## src/rtl/merge_2to1_if.sv

```systemverilog
// Bundle of the three FIFO-facing ports of one merge stage: two upstream heads and the downstream write side.
// The stage itself connects through the slave modport; the environment driving it uses master.
interface merge_2to1_if #(
    parameter int unsigned P_WIDTH     = 32,
    parameter int unsigned P_CNT_WIDTH = 16
);
    logic [P_WIDTH-1:0]     i_a_data;
    logic                   i_a_empty;
    logic                   o_a_deq;
    logic [P_WIDTH-1:0]     i_b_data;
    logic                   i_b_empty;
    logic                   o_b_deq;
    logic [P_WIDTH-1:0]     o_data;
    logic                   o_enq;
    logic                   i_full;
    logic [P_CNT_WIDTH-1:0] o_stream_cnt;

    modport slave (
        input  i_a_data, i_a_empty, i_b_data, i_b_empty, i_full,
        output o_a_deq, o_b_deq, o_data, o_enq, o_stream_cnt
    );

    modport master (
        output i_a_data, i_a_empty, i_b_data, i_b_empty, i_full,
        input  o_a_deq, o_b_deq, o_data, o_enq, o_stream_cnt
    );
endinterface

```

## src/rtl/merge_2to1.sv

```systemverilog
// Two-input merge stage of the sort tree: merges two ascending, zero-terminated record streams
// into one ascending stream through a single output register, counting completed streams.
module merge_2to1 #(
    parameter int unsigned P_WIDTH     = 32,
    parameter int unsigned P_CNT_WIDTH = 16
) (
    input  logic         i_clk,
    input  logic         i_rst,
    merge_2to1_if.slave  bus
);

    typedef enum logic [1:0] {
        ST_MERGE   = 2'd0,
        ST_DRAIN_A = 2'd1,
        ST_DRAIN_B = 2'd2
    } state_e;

    state_e                 state_q, state_d;
    logic                   out_valid_q;
    logic [P_WIDTH-1:0]     data_q, data_d;
    logic [P_CNT_WIDTH-1:0] cnt_q;
    logic                   load;
    logic                   a_deq, b_deq;
    logic                   ready, enq;
    logic                   a_zero, b_zero;

    // The output register may take a new record when it is empty or being drained this cycle.
    assign ready  = !out_valid_q || !bus.i_full;
    assign enq    = out_valid_q && !bus.i_full && !i_rst;
    assign a_zero = (bus.i_a_data == '0);
    assign b_zero = (bus.i_b_data == '0);

    // Next-state, dequeue and load decode.
    always_comb begin
        state_d = state_q;
        a_deq   = 1'b0;
        b_deq   = 1'b0;
        load    = 1'b0;
        data_d  = '0;
        if (!i_rst && ready) begin
            unique case (state_q)
                ST_MERGE: begin
                    if (!bus.i_a_empty && !bus.i_b_empty) begin
                        if (a_zero && b_zero) begin
                            a_deq = 1'b1;
                            b_deq = 1'b1;
                            load  = 1'b1;
                        end else if (a_zero) begin
                            a_deq   = 1'b1;
                            state_d = ST_DRAIN_B;
                        end else if (b_zero) begin
                            b_deq   = 1'b1;
                            state_d = ST_DRAIN_A;
                        end else if (bus.i_a_data <= bus.i_b_data) begin
                            a_deq  = 1'b1;
                            load   = 1'b1;
                            data_d = bus.i_a_data;
                        end else begin
                            b_deq  = 1'b1;
                            load   = 1'b1;
                            data_d = bus.i_b_data;
                        end
                    end
                end
                ST_DRAIN_A: begin
                    if (!bus.i_a_empty) begin
                        a_deq  = 1'b1;
                        load   = 1'b1;
                        data_d = bus.i_a_data;
                        if (a_zero) state_d = ST_MERGE;
                    end
                end
                ST_DRAIN_B: begin
                    if (!bus.i_b_empty) begin
                        b_deq  = 1'b1;
                        load   = 1'b1;
                        data_d = bus.i_b_data;
                        if (b_zero) state_d = ST_MERGE;
                    end
                end
                default: state_d = ST_MERGE;
            endcase
        end
    end

    // State, output register and stream counter.
    always_ff @(posedge i_clk) begin
        if (i_rst) begin
            state_q     <= ST_MERGE;
            out_valid_q <= 1'b0;
            data_q      <= '0;
            cnt_q       <= '0;
        end else begin
            state_q <= state_d;
            if (load) begin
                data_q      <= data_d;
                out_valid_q <= 1'b1;
            end else if (enq) begin
                out_valid_q <= 1'b0;
            end
            if (enq && (data_q == '0)) cnt_q <= cnt_q + P_CNT_WIDTH'(1);
        end
    end

    assign bus.o_a_deq      = a_deq;
    assign bus.o_b_deq      = b_deq;
    assign bus.o_enq        = enq;
    assign bus.o_data       = data_q;
    assign bus.o_stream_cnt = cnt_q;

endmodule

```

## src/flat_wrapper.sv

```systemverilog
// flat-port wrapper written by rule: the top's interface ports become plain ports
module merge_2to1_flat 
#(
    parameter int unsigned P_WIDTH     = 32,
    parameter int unsigned P_CNT_WIDTH = 16
)
  (i_clk, i_rst, bus_i_a_data, bus_i_a_empty, bus_i_b_data, bus_i_b_empty, bus_i_full, bus_o_a_deq, bus_o_b_deq, bus_o_data, bus_o_enq, bus_o_stream_cnt);
  merge_2to1_if #(.P_WIDTH(P_WIDTH), .P_CNT_WIDTH(P_CNT_WIDTH)) bus_i ();
  input  logic i_clk;
  input  logic i_rst;
  input wire logic [$bits(bus_i.i_a_data)-1:0] bus_i_a_data;
  input wire logic [$bits(bus_i.i_a_empty)-1:0] bus_i_a_empty;
  input wire logic [$bits(bus_i.i_b_data)-1:0] bus_i_b_data;
  input wire logic [$bits(bus_i.i_b_empty)-1:0] bus_i_b_empty;
  input wire logic [$bits(bus_i.i_full)-1:0] bus_i_full;
  output wire logic [$bits(bus_i.o_a_deq)-1:0] bus_o_a_deq;
  output wire logic [$bits(bus_i.o_b_deq)-1:0] bus_o_b_deq;
  output wire logic [$bits(bus_i.o_data)-1:0] bus_o_data;
  output wire logic [$bits(bus_i.o_enq)-1:0] bus_o_enq;
  output wire logic [$bits(bus_i.o_stream_cnt)-1:0] bus_o_stream_cnt;
  assign bus_i.i_a_data = bus_i_a_data;
  assign bus_i.i_a_empty = bus_i_a_empty;
  assign bus_i.i_b_data = bus_i_b_data;
  assign bus_i.i_b_empty = bus_i_b_empty;
  assign bus_i.i_full = bus_i_full;
  assign bus_o_a_deq = bus_i.o_a_deq;
  assign bus_o_b_deq = bus_i.o_b_deq;
  assign bus_o_data = bus_i.o_data;
  assign bus_o_enq = bus_i.o_enq;
  assign bus_o_stream_cnt = bus_i.o_stream_cnt;
  merge_2to1 #(.P_WIDTH(P_WIDTH), .P_CNT_WIDTH(P_CNT_WIDTH)) u_core (.i_clk(i_clk), .i_rst(i_rst), .bus(bus_i));
endmodule
```

## config.mk

```make
export PLATFORM = sky130hd
export DESIGN_NAME = merge_2to1_flat
export DESIGN_NICKNAME = d
export VERILOG_FILES = /design/src/rtl/merge_2to1_if.sv /design/src/rtl/merge_2to1.sv /design/src/flat_wrapper.sv
export SDC_FILE = /design/constraint.sdc
export NUM_CORES = 1
export LEC_CHECK = 0
export ABC_AREA = 1
export CAP_MARGIN = 20
export CORE_UTILIZATION = 44
export CTS_CLUSTER_SIZE = 20
export DETAILED_ROUTE_END_ITERATION = 8
export PLACE_DENSITY = 0.77
export SLEW_MARGIN = 20
export SYNTH_ARGS = -nofsm -noshare
export SYNTH_HDL_FRONTEND = slang
export SYNTH_SLANG_ARGS = --single-unit
```

## constraint.sdc

```tcl
create_clock -name i_clk -period 2.5 [get_ports i_clk]
set_clock_uncertainty 0.1 [all_clocks]
set_input_delay 0.625 -clock i_clk [delete_from_list [all_inputs] [get_ports i_clk]]
set_output_delay 0.625 -clock i_clk [all_outputs]
set_load 0.02 [all_outputs]
```

==> results of run 1 <==
final cells by class:
type                            instances  share of cell area, %
Inverter                              111                   6.33
Multi-Input combinational cell        478                   46.9
Tap cell                              129                   2.26
Timing Repair Buffer                  245                   28.8
Clock buffer                            7                   1.21
Clock inverter                          1                  0.123
Sequential cell                        51                   14.3
registers in the layout, indices dropped and copies added, names as in the netlist:
signal / flops
u_core.bus.o_data: 32
u_core.state_q: 2
u_core.bus.o_stream_cnt: 16
u_core.out_valid_q: 1
final timing paths:
path | startpoint | endpoint | slack [ps] | cells past startpoint
worst min register to register | u_core.bus.o_stream_cnt[15] | u_core.bus.o_stream_cnt[15] | 400 | 2
worst max register to register | u_core.state_q[1] | u_core.bus.o_data[9] | 430 | 9
worst min-delay path | u_core.bus.o_stream_cnt[15] | u_core.bus.o_stream_cnt[15] | 400 | 2
worst max-delay path | bus_i_b_data[3] | bus_o_b_deq | -540 | 20
cell families (layout without fill, tap and decap cells):
family | after synthesis | count (layout) | share of synthesized area [%]
and+or+nand+nor | 261 | 261 | 26.5
AOI/OAI and AO/OA | 177 | 177 | 24.8
buffers and inverters | 138 | 364 | 13.5
DFF | 51 | 51 | 23.9
adders and majority gates | 34 | 34 | 9.96
xor gates and xnor gates | 6 | 6 | 1.23
metrics by stage:
step                total power [mW]  setup slack, ps  std cells  utilization, %
floorplan                       1.35             -313        667               -
global placement                1.76            -1410        997            69.3
detailed placement              1.79            -1460        997            69.3
CTS                             2.37             -446       1016            74.5
global route                    2.56             -687       1022            76.5
finish                          2.45             -543       1022            76.5
tightest hold or removal path, cell delays in order, from the launching register on:
cell and delay (ps):
sky130_fd_sc_hd__dfxtp_1 340, sky130_fd_sc_hd__nand2_1 70, sky130_fd_sc_hd__a21oi_1 50
cells in the final DEF, fill, tap and decap left out, types with 5 or more instances in the layout:
cell and instances:
sky130_fd_sc_hd__a21oi_1 77, sky130_fd_sc_hd__a21oi_2 14, sky130_fd_sc_hd__buf_2 41, sky130_fd_sc_hd__buf_4 114
sky130_fd_sc_hd__buf_6 18, sky130_fd_sc_hd__clkbuf_2 6, sky130_fd_sc_hd__clkbuf_8 6, sky130_fd_sc_hd__clkdlybuf4s50_1 52
sky130_fd_sc_hd__dfxtp_1 51, sky130_fd_sc_hd__ha_4 31, sky130_fd_sc_hd__inv_1 70, sky130_fd_sc_hd__inv_2 35
sky130_fd_sc_hd__nand2_1 92, sky130_fd_sc_hd__nand2_2 18, sky130_fd_sc_hd__nand2_4 7, sky130_fd_sc_hd__nand3_1 9
sky130_fd_sc_hd__nand4_1 27, sky130_fd_sc_hd__nor2_1 61, sky130_fd_sc_hd__nor2_2 19, sky130_fd_sc_hd__nor2_4 10
sky130_fd_sc_hd__nor3_1 5, sky130_fd_sc_hd__nor4_1 7, sky130_fd_sc_hd__o211ai_1 28, sky130_fd_sc_hd__o21ai_0 13
sky130_fd_sc_hd__o22ai_1 32, sky130_fd_sc_hd__xor2_1 5
what timing repair did:
action | 4_1_cts | 5_1_grt
hold buffers | 0 | 0
resized for setup | 352 | 61
cloned | 1 | 5
endpoints found under the setup margin | 38 | 39
pin swaps | 65 | 30
buffers inserted | 10 | 1
routing by layer:
metal / share of wire [%] / wire, um / global-route usage, %
met1: 37 / 6560 / 37.2
met2: 49 / 8530 / 58.1
met3: 8.7 / 1520 / 4.85
met4: 5.2 / 920 / 15.2
met5: 0 / 0 / 0
power by group through the flow:
stage | combinational, mW | clock, mW | sequential, mW
global route | 1.10 | 0.550 | 0.916
global placement | 0.831 | 0 | 0.927
floorplan | 0.386 | 0 | 0.965
finish | 1.03 | 0.512 | 0.914
detailed placement | 0.858 | 0 | 0.927
CTS | 0.948 | 0.509 | 0.909
==> summary.txt, run 1 <==
Status
  – Status: finished with violations
  – Failing checks: negative setup slack

STA
  – Min cycle time layout: 3040 ps
  – Top achievable clock speed: 329 MHz
  – Final hold slack: 398 ps
  – Number of failing hold endpoints at the final stage: 0
  – Worst Max-Slew Pin Slew: 677 ps
  – Unrepaired setup endpoints after global routing: true
  – Max transition margin: 54.9%
  – Number of pins with negative max-slew slack in the final report: 0
  – Minimum setup slack in the final design: -543 ps
  – Final Cycle Share: 122%
  – Total setup violations reported at the end of the flow: 34
  – Fin Setup TNS: -5370 ps

Pwr
  – Clock network power share: 20.9%
  – Switching component of the power: 0.883 mW
  – Total power divided by cell area: 344 nW/um2
  – Combinational group share of total power: 41.9%
  – Reported leakage power: 3.17 nW
  – Internal power consumption: 1.57 mW
  – Share of total power consumed by net switching: 36.0%
  – Largest voltage drop on the vdd net: 0.223 mV
  – Part of the total power dissipated in sequential elements: 37.2%

Clock tree
  – CTS tree: yes
  – CTS H-tree lvls: 2
  – Sink Count: 51
  – Number of CTS-inserted buffers: 5
  – Clock-pin slew on the worst setup and hold paths: 90 ps
  – Clk root buf: sky130_fd_sc_hd__clkbuf_8
  – Longest Clk Path Bufs: 2
  – Clock latency on the worst-skew pair: 300 ps

Logic synthesis
  – Share of the synthesized area in the top cell type: 23.9%
  – Most frequent cell after synthesis: sky130_fd_sc_hd__nand2_1
  – Netlist cell types: 31
  – Main area contributors after synthesis: sky130_fd_sc_hd__dfxtp_1 (24%), sky130_fd_sc_hd__a21oi_1 (10%), sky130_fd_sc_hd__nand2_1 (10%), sky130_fd_sc_hd__ha_1 (10%), sky130_fd_sc_hd__inv_1 (9.3%)
  – Top flip-flop cell by instance count after synthesis: sky130_fd_sc_hd__dfxtp_1
  – Number of nets in the synthesized netlist: 770
  – Post-synth top area cell: sky130_fd_sc_hd__dfxtp_1
  – Count of state elements after synthesis: 51
  – Post-Synthesis Cell Area: 4270 um2
  – Sequential element share of the synthesized area: 23.9%
  – Post-synthesis cell count: 667
  – Top post-synthesis cells by count: sky130_fd_sc_hd__nand2_1 (115), sky130_fd_sc_hd__inv_1 (106), sky130_fd_sc_hd__a21oi_1 (89)
  – Yosys warning count: 0
  – Synth async-reset ratio: 0%
  – Mean Syn Cell Area: 6.40 um2
  – Count of flip-flops with a built-in enable after synthesis: 0

Setup path
  – Element type at the critical path end: output pin
  – Crit-path max cell delay: 260 ps
  – Critical path, cell by cell: buf_2 > inv_2 > ha_4 > nand2_1 > inv_2 > nand2_1 > nand2_1 > nand2_1 > nand2_2 > nand2_2 > nand2_2 > nand2_1 > nand2_1 > nand2_2 > nand2_2 > nand2_2 > nand2_2 > nand2_2 > a21oi_4 > buf_6
  – Largest delay share family, worst path: simple AND/OR/NAND/NOR gates
  – Critical path data required time: 1770 ps
  – Cell type with the highest occurrence count on the critical path: sky130_fd_sc_hd__nand2_2
  – Worst Setup Path Type: input port to output pin
  – Top fanout value on the critical path: 2
  – Startpoint class of the critical path: input port
  – Slowest cell on the critical path: sky130_fd_sc_hd__ha_4
  – Worst path buffer plus inverter count: 4
  – Arrival time of data at the critical path endpoint: 2320 ps

Global route
  – GRT Residual Overflow: 0
  – Maximum number of pins on one net before global-route repair: 65
  – Global-route wire length before repair: 25.8 mm
  – Total Routing Usage GR: 32.2%
  – Number of antenna violations at the first check in global routing: 0
  – Number of global-route vias before repair: 5,735

Drt
  – Via Count: 5,886
  – Remaining antenna violation count after routing: 0
  – Drt first pass iters: 5
  – 1st-iter DRT viols: 344
  – Average via count per standard cell: 5.76
  – DRC: 0
  – DR WL/cell: 17.2 um
  – Final wirelength: 17.5 mm

Finish
  – Area of combinational cells with multiple inputs: 3350 um2
  – Total area of sequential cells: 1020 um2
  – Area grow syn2layout: 67.1%
  – Final nets: 995
  – Filler cell count: 671
  – Share of cells above drive strength 1: 39.3%
  – Finished layout cell area: 7140 um2
  – Inserted Diodes: 0

Die
  – Height of the die: 101 um
  – Site Rows: 35
  – Total die area: 10,100 um2
  – Initial core utilization: 45.8%
  – IO Pins: 120
  – Die Span X: 101 um
  – Placeable core region: 9330 um2

Place
  – Port Buffers: 119
  – Placement-stage cell area: 6460 um2
  – HPWL after detailed placement: 11.6 mm
  – Gp weighted congestion: 0.925

Min path
  – Min-delay worst type: register to register

Flow run
  – Max cap viols: 0
Power figures use the tool's default switching activity.
==> inputs of run 2 (changes only) <==
--- a/config.mk
+++ b/config.mk
@@ -7,10 +7,11 @@
 export LEC_CHECK = 0
 export ABC_AREA = 1
 export CAP_MARGIN = 20
-export CORE_UTILIZATION = 44
+export CORE_UTILIZATION = 55
 export CTS_CLUSTER_SIZE = 20
 export DETAILED_ROUTE_END_ITERATION = 8
-export PLACE_DENSITY = 0.77
+export DONT_BUFFER_PORTS = 1
+export PLACE_DENSITY = 0.73
 export SLEW_MARGIN = 20
 export SYNTH_ARGS = -nofsm -noshare
 export SYNTH_HDL_FRONTEND = slang
==> run 2 against run 1 <==
The flow still finishes with violations (negative setup slack). Worst setup slack gained 96 ps. Sequential cell count is the same. Sequential share of layout area grew 5.3 points. Power shrank 16%. Wire length shrank 24%. Count of clock-buffer cells in the layout shrank 2. Maximum frequency grew 3.2%. Utilization shrank 5.7 points. Clock power shrank 2%. Die area shrank 20%. Combinational power shrank 43%. Largest cell class unchanged. Highest routed layer unchanged.
==> summary.txt, run 2 (synthesis gave the netlist of run 1 again) <==
Global route
  – Maximum number of pins on one net before global-route repair: 65 (unchanged)
  – Total Routing Usage GR: 32.5% (+0.33 points)
  – Global-route wire length before repair: 21.5 mm (-17%)
  – Number of global-route vias before repair: 4,659 (-19%)
  – GRT Residual Overflow: 0 (unchanged)
  – Number of antenna violations at the first check in global routing: 0 (unchanged)

Clock tree
  – Clk root buf: sky130_fd_sc_hd__clkbuf_8
  – Post-CTS Hold Fix Bufs: 0 (unchanged)
  – Sink Count: 51 (unchanged)
  – CTS H-tree lvls: 2 (unchanged)
  – Number of CTS-inserted buffers: 5 (unchanged)
  – Clock-pin slew on the worst setup and hold paths: 100 ps (about the same)
  – CTS tree: yes
  – Longest Clk Path Bufs: 2 (unchanged)
  – Clock latency on the worst-skew pair: 320 ps (+20 ps)

Drt
  – 1st-iter DRT viols: 347 (+0.87%)
  – Average via count per standard cell: 5.86 (+1.8%)
  – DR WL/cell: 16.2 um (-5.4%)
  – Final wirelength: 13.4 mm (-24%)
  – Via Count: 4,831 (-18%)
  – Remaining antenna violation count after routing: 0 (unchanged)
  – DRC: 0 (unchanged)
  – Drt first pass iters: 5 (unchanged)

Finish
  – Inserted Diodes: 0 (unchanged)
  – Area grow syn2layout: 22.2%
  – Most common library cell in the layout ignoring fill and taps: sky130_fd_sc_hd__nand2_1
  – Finished layout cell area: 5220 um2 (-27%)
  – Final nets: 827 (-17%)
  – Share of cells above drive strength 1: 20.0% (-19 points)
  – Most frequent cells in the layout: sky130_fd_sc_hd__nand2_1 (106), sky130_fd_sc_hd__inv_1 (97), sky130_fd_sc_hd__a21oi_1 (84)
  – Number of flip-flops in the largest register: 32 (unchanged)

Status
  – Status: finished with violations
  – Failing checks: negative setup slack

Setup path
  – Arrival time of data at the critical path endpoint: 2220 ps (-100 ps)
  – Worst R2R Start: u_core.bus.o_data[13]
  – Worst Setup Path Type: input port to output pin
  – Timing startpoint of the critical path: bus_i_b_data[24]
  – Worst path buffer plus inverter count: 1 (-3)
  – Critical path, cell by cell: inv_6 > ha_4 > nand2_2 > nor2_2 > nand2_2 > nor4_4 > nand2_1 > nand2_1 > nand2_2 > nand2_2 > nand2_1 > nand2_1 > nand2_2 > a21oi_4
  – Critical path data required time: 1770 ps (about the same)
  – Crit-path max cell delay: 360 ps (+100 ps)
  – Largest delay share family, worst path: simple AND/OR/NAND/NOR gates
  – Slowest cell on the critical path: sky130_fd_sc_hd__nor4_4
  – Cell type with the highest occurrence count on the critical path: sky130_fd_sc_hd__nand2_2
  – Startpoint class of the critical path: input port
  – Number of gates on the worst path with buffers counted: 14 (-30%)
  – Top fanout value on the critical path: 2 (unchanged)
  – Element type at the critical path end: output pin
  – R2r worst-path depth: 10 (+1)

Min path
  – Worst hold start: i_rst
  – Min-delay worst type: input port to register
  – Hold path cells: 1 (-1)

Place
  – Port Buffers: 0 (-100%)
  – Gp weighted congestion: 0.949 (+2.6%)
  – HPWL after detailed placement: 10.3 mm (-11%)
  – Placement-stage cell area: 4980 um2 (-23%)

STA
  – Worst Max-Slew Pin Slew: 450 ps (-227 ps)
  – Final Cycle Share: 118% (-3.8 points)
  – Minimum setup slack in the final design: -447 ps (+95.5 ps)
  – Total setup violations reported at the end of the flow: 2 (-94%)
  – Min cycle time layout: 2950 ps (-95.5 ps)
  – Max transition margin: 70.0% (+15 points)
  – Number of pins with negative max-slew slack in the final report: 0 (unchanged)
  – Top achievable clock speed: 339 MHz (+3.2%)
  – Number of failing hold endpoints at the final stage: 0 (unchanged)
  – Unrepaired setup endpoints after global routing: true

Pwr
  – Total power divided by cell area: 394 nW/um2 (+14%)
  – Total power after layout: 2.05 mW (-16%)
  – Largest voltage drop on the vdd net: 0.270 mV (+21%)
  – Reported leakage power: 2.40 nW (-24%)

Die
  – Placeable core region: 7370 um2 (-21%)
  – Total die area: 8120 um2 (-20%)
  – Initial core utilization: 57.9% (+12 points)
  – Site Rows: 31 (-11%)
  – Die Span X: 90.1 um (-10%)
  – IO Pins: 120 (unchanged)
  – Height of the die: 90.1 um (-10%)

Flow run
  – Max cap viols: 0 (unchanged)
## run 2: changes by cell type in the layout (fill, tap and decap cells not counted), moves of 27 or more
cell and change:
sky130_fd_sc_hd__clkdlybuf4s50_1 -52, sky130_fd_sc_hd__buf_2 -41, sky130_fd_sc_hd__buf_4 -41, sky130_fd_sc_hd__inv_2 -30, sky130_fd_sc_hd__inv_1 +27
## run 2: path summary, 6_finish.rpt
| check | to | slack, ps |
|---|---|---|
| setup reg to reg | u_core.bus.o_stream_cnt[12] | 490 |
| setup / recovery | bus_o_b_deq | -450 |
| hold reg to reg | u_core.out_valid_q | 490 |
| hold / removal | u_core.bus.o_stream_cnt[11] | 260 |
## run 2: what timing repair did
item                                    in CTS  in global routing
endpoints found under the setup margin      34                 34
resized for setup                           18                 13
pin swaps                                    5                  9
buffers inserted                             0                  1
gates cloned                                 0                  0
## run 2: metrics by stage
step                setup WS (ps)  std cells  utilization, %  TNS, ps  hold slack (ps)
global route                 -554        824            70.8    -1050              249
floorplan                    -313        667               -     -584              439
detailed placement           -446        815            67.6   -13530              473
CTS                          -406        823            69.9     -822              251
global placement             -456        815            67.6   -13380              453
finish                       -447        824            70.8     -856              256
## run 2: where the power goes
part	leakage, nW	switching [mW]	internal (mW)
combinational	1.94	0.328	0.256
clock	0.0402	0.306	0.196
sequential	0.418	0.111	0.858
total	2.40	0.744	1.31
## run 2: layer usage
metal	routed length, um	GRT usage [%]	vias to the layer above
li1	-	-	2371
met1	5180	37.2	2188
met2	6380	56.2	227
met3	1360	9.56	45
met4	456	13.6	0
met5	0	0	-
## run 2: area by class of cell
| class | instances | area, um2 |
|---|---|---|
| Sequential cell | 51 | 1020 |
| Clock inverter | 3 | 20.0 |
| Multi-Input combinational cell | 478 | 2880 |
| Fill cell | 621 | 2150 |
| Timing Repair Buffer | 77 | 628 |
| Clock buffer | 5 | 68.8 |
| Tap cell | 99 | 124 |
| Inverter | 111 | 475 |
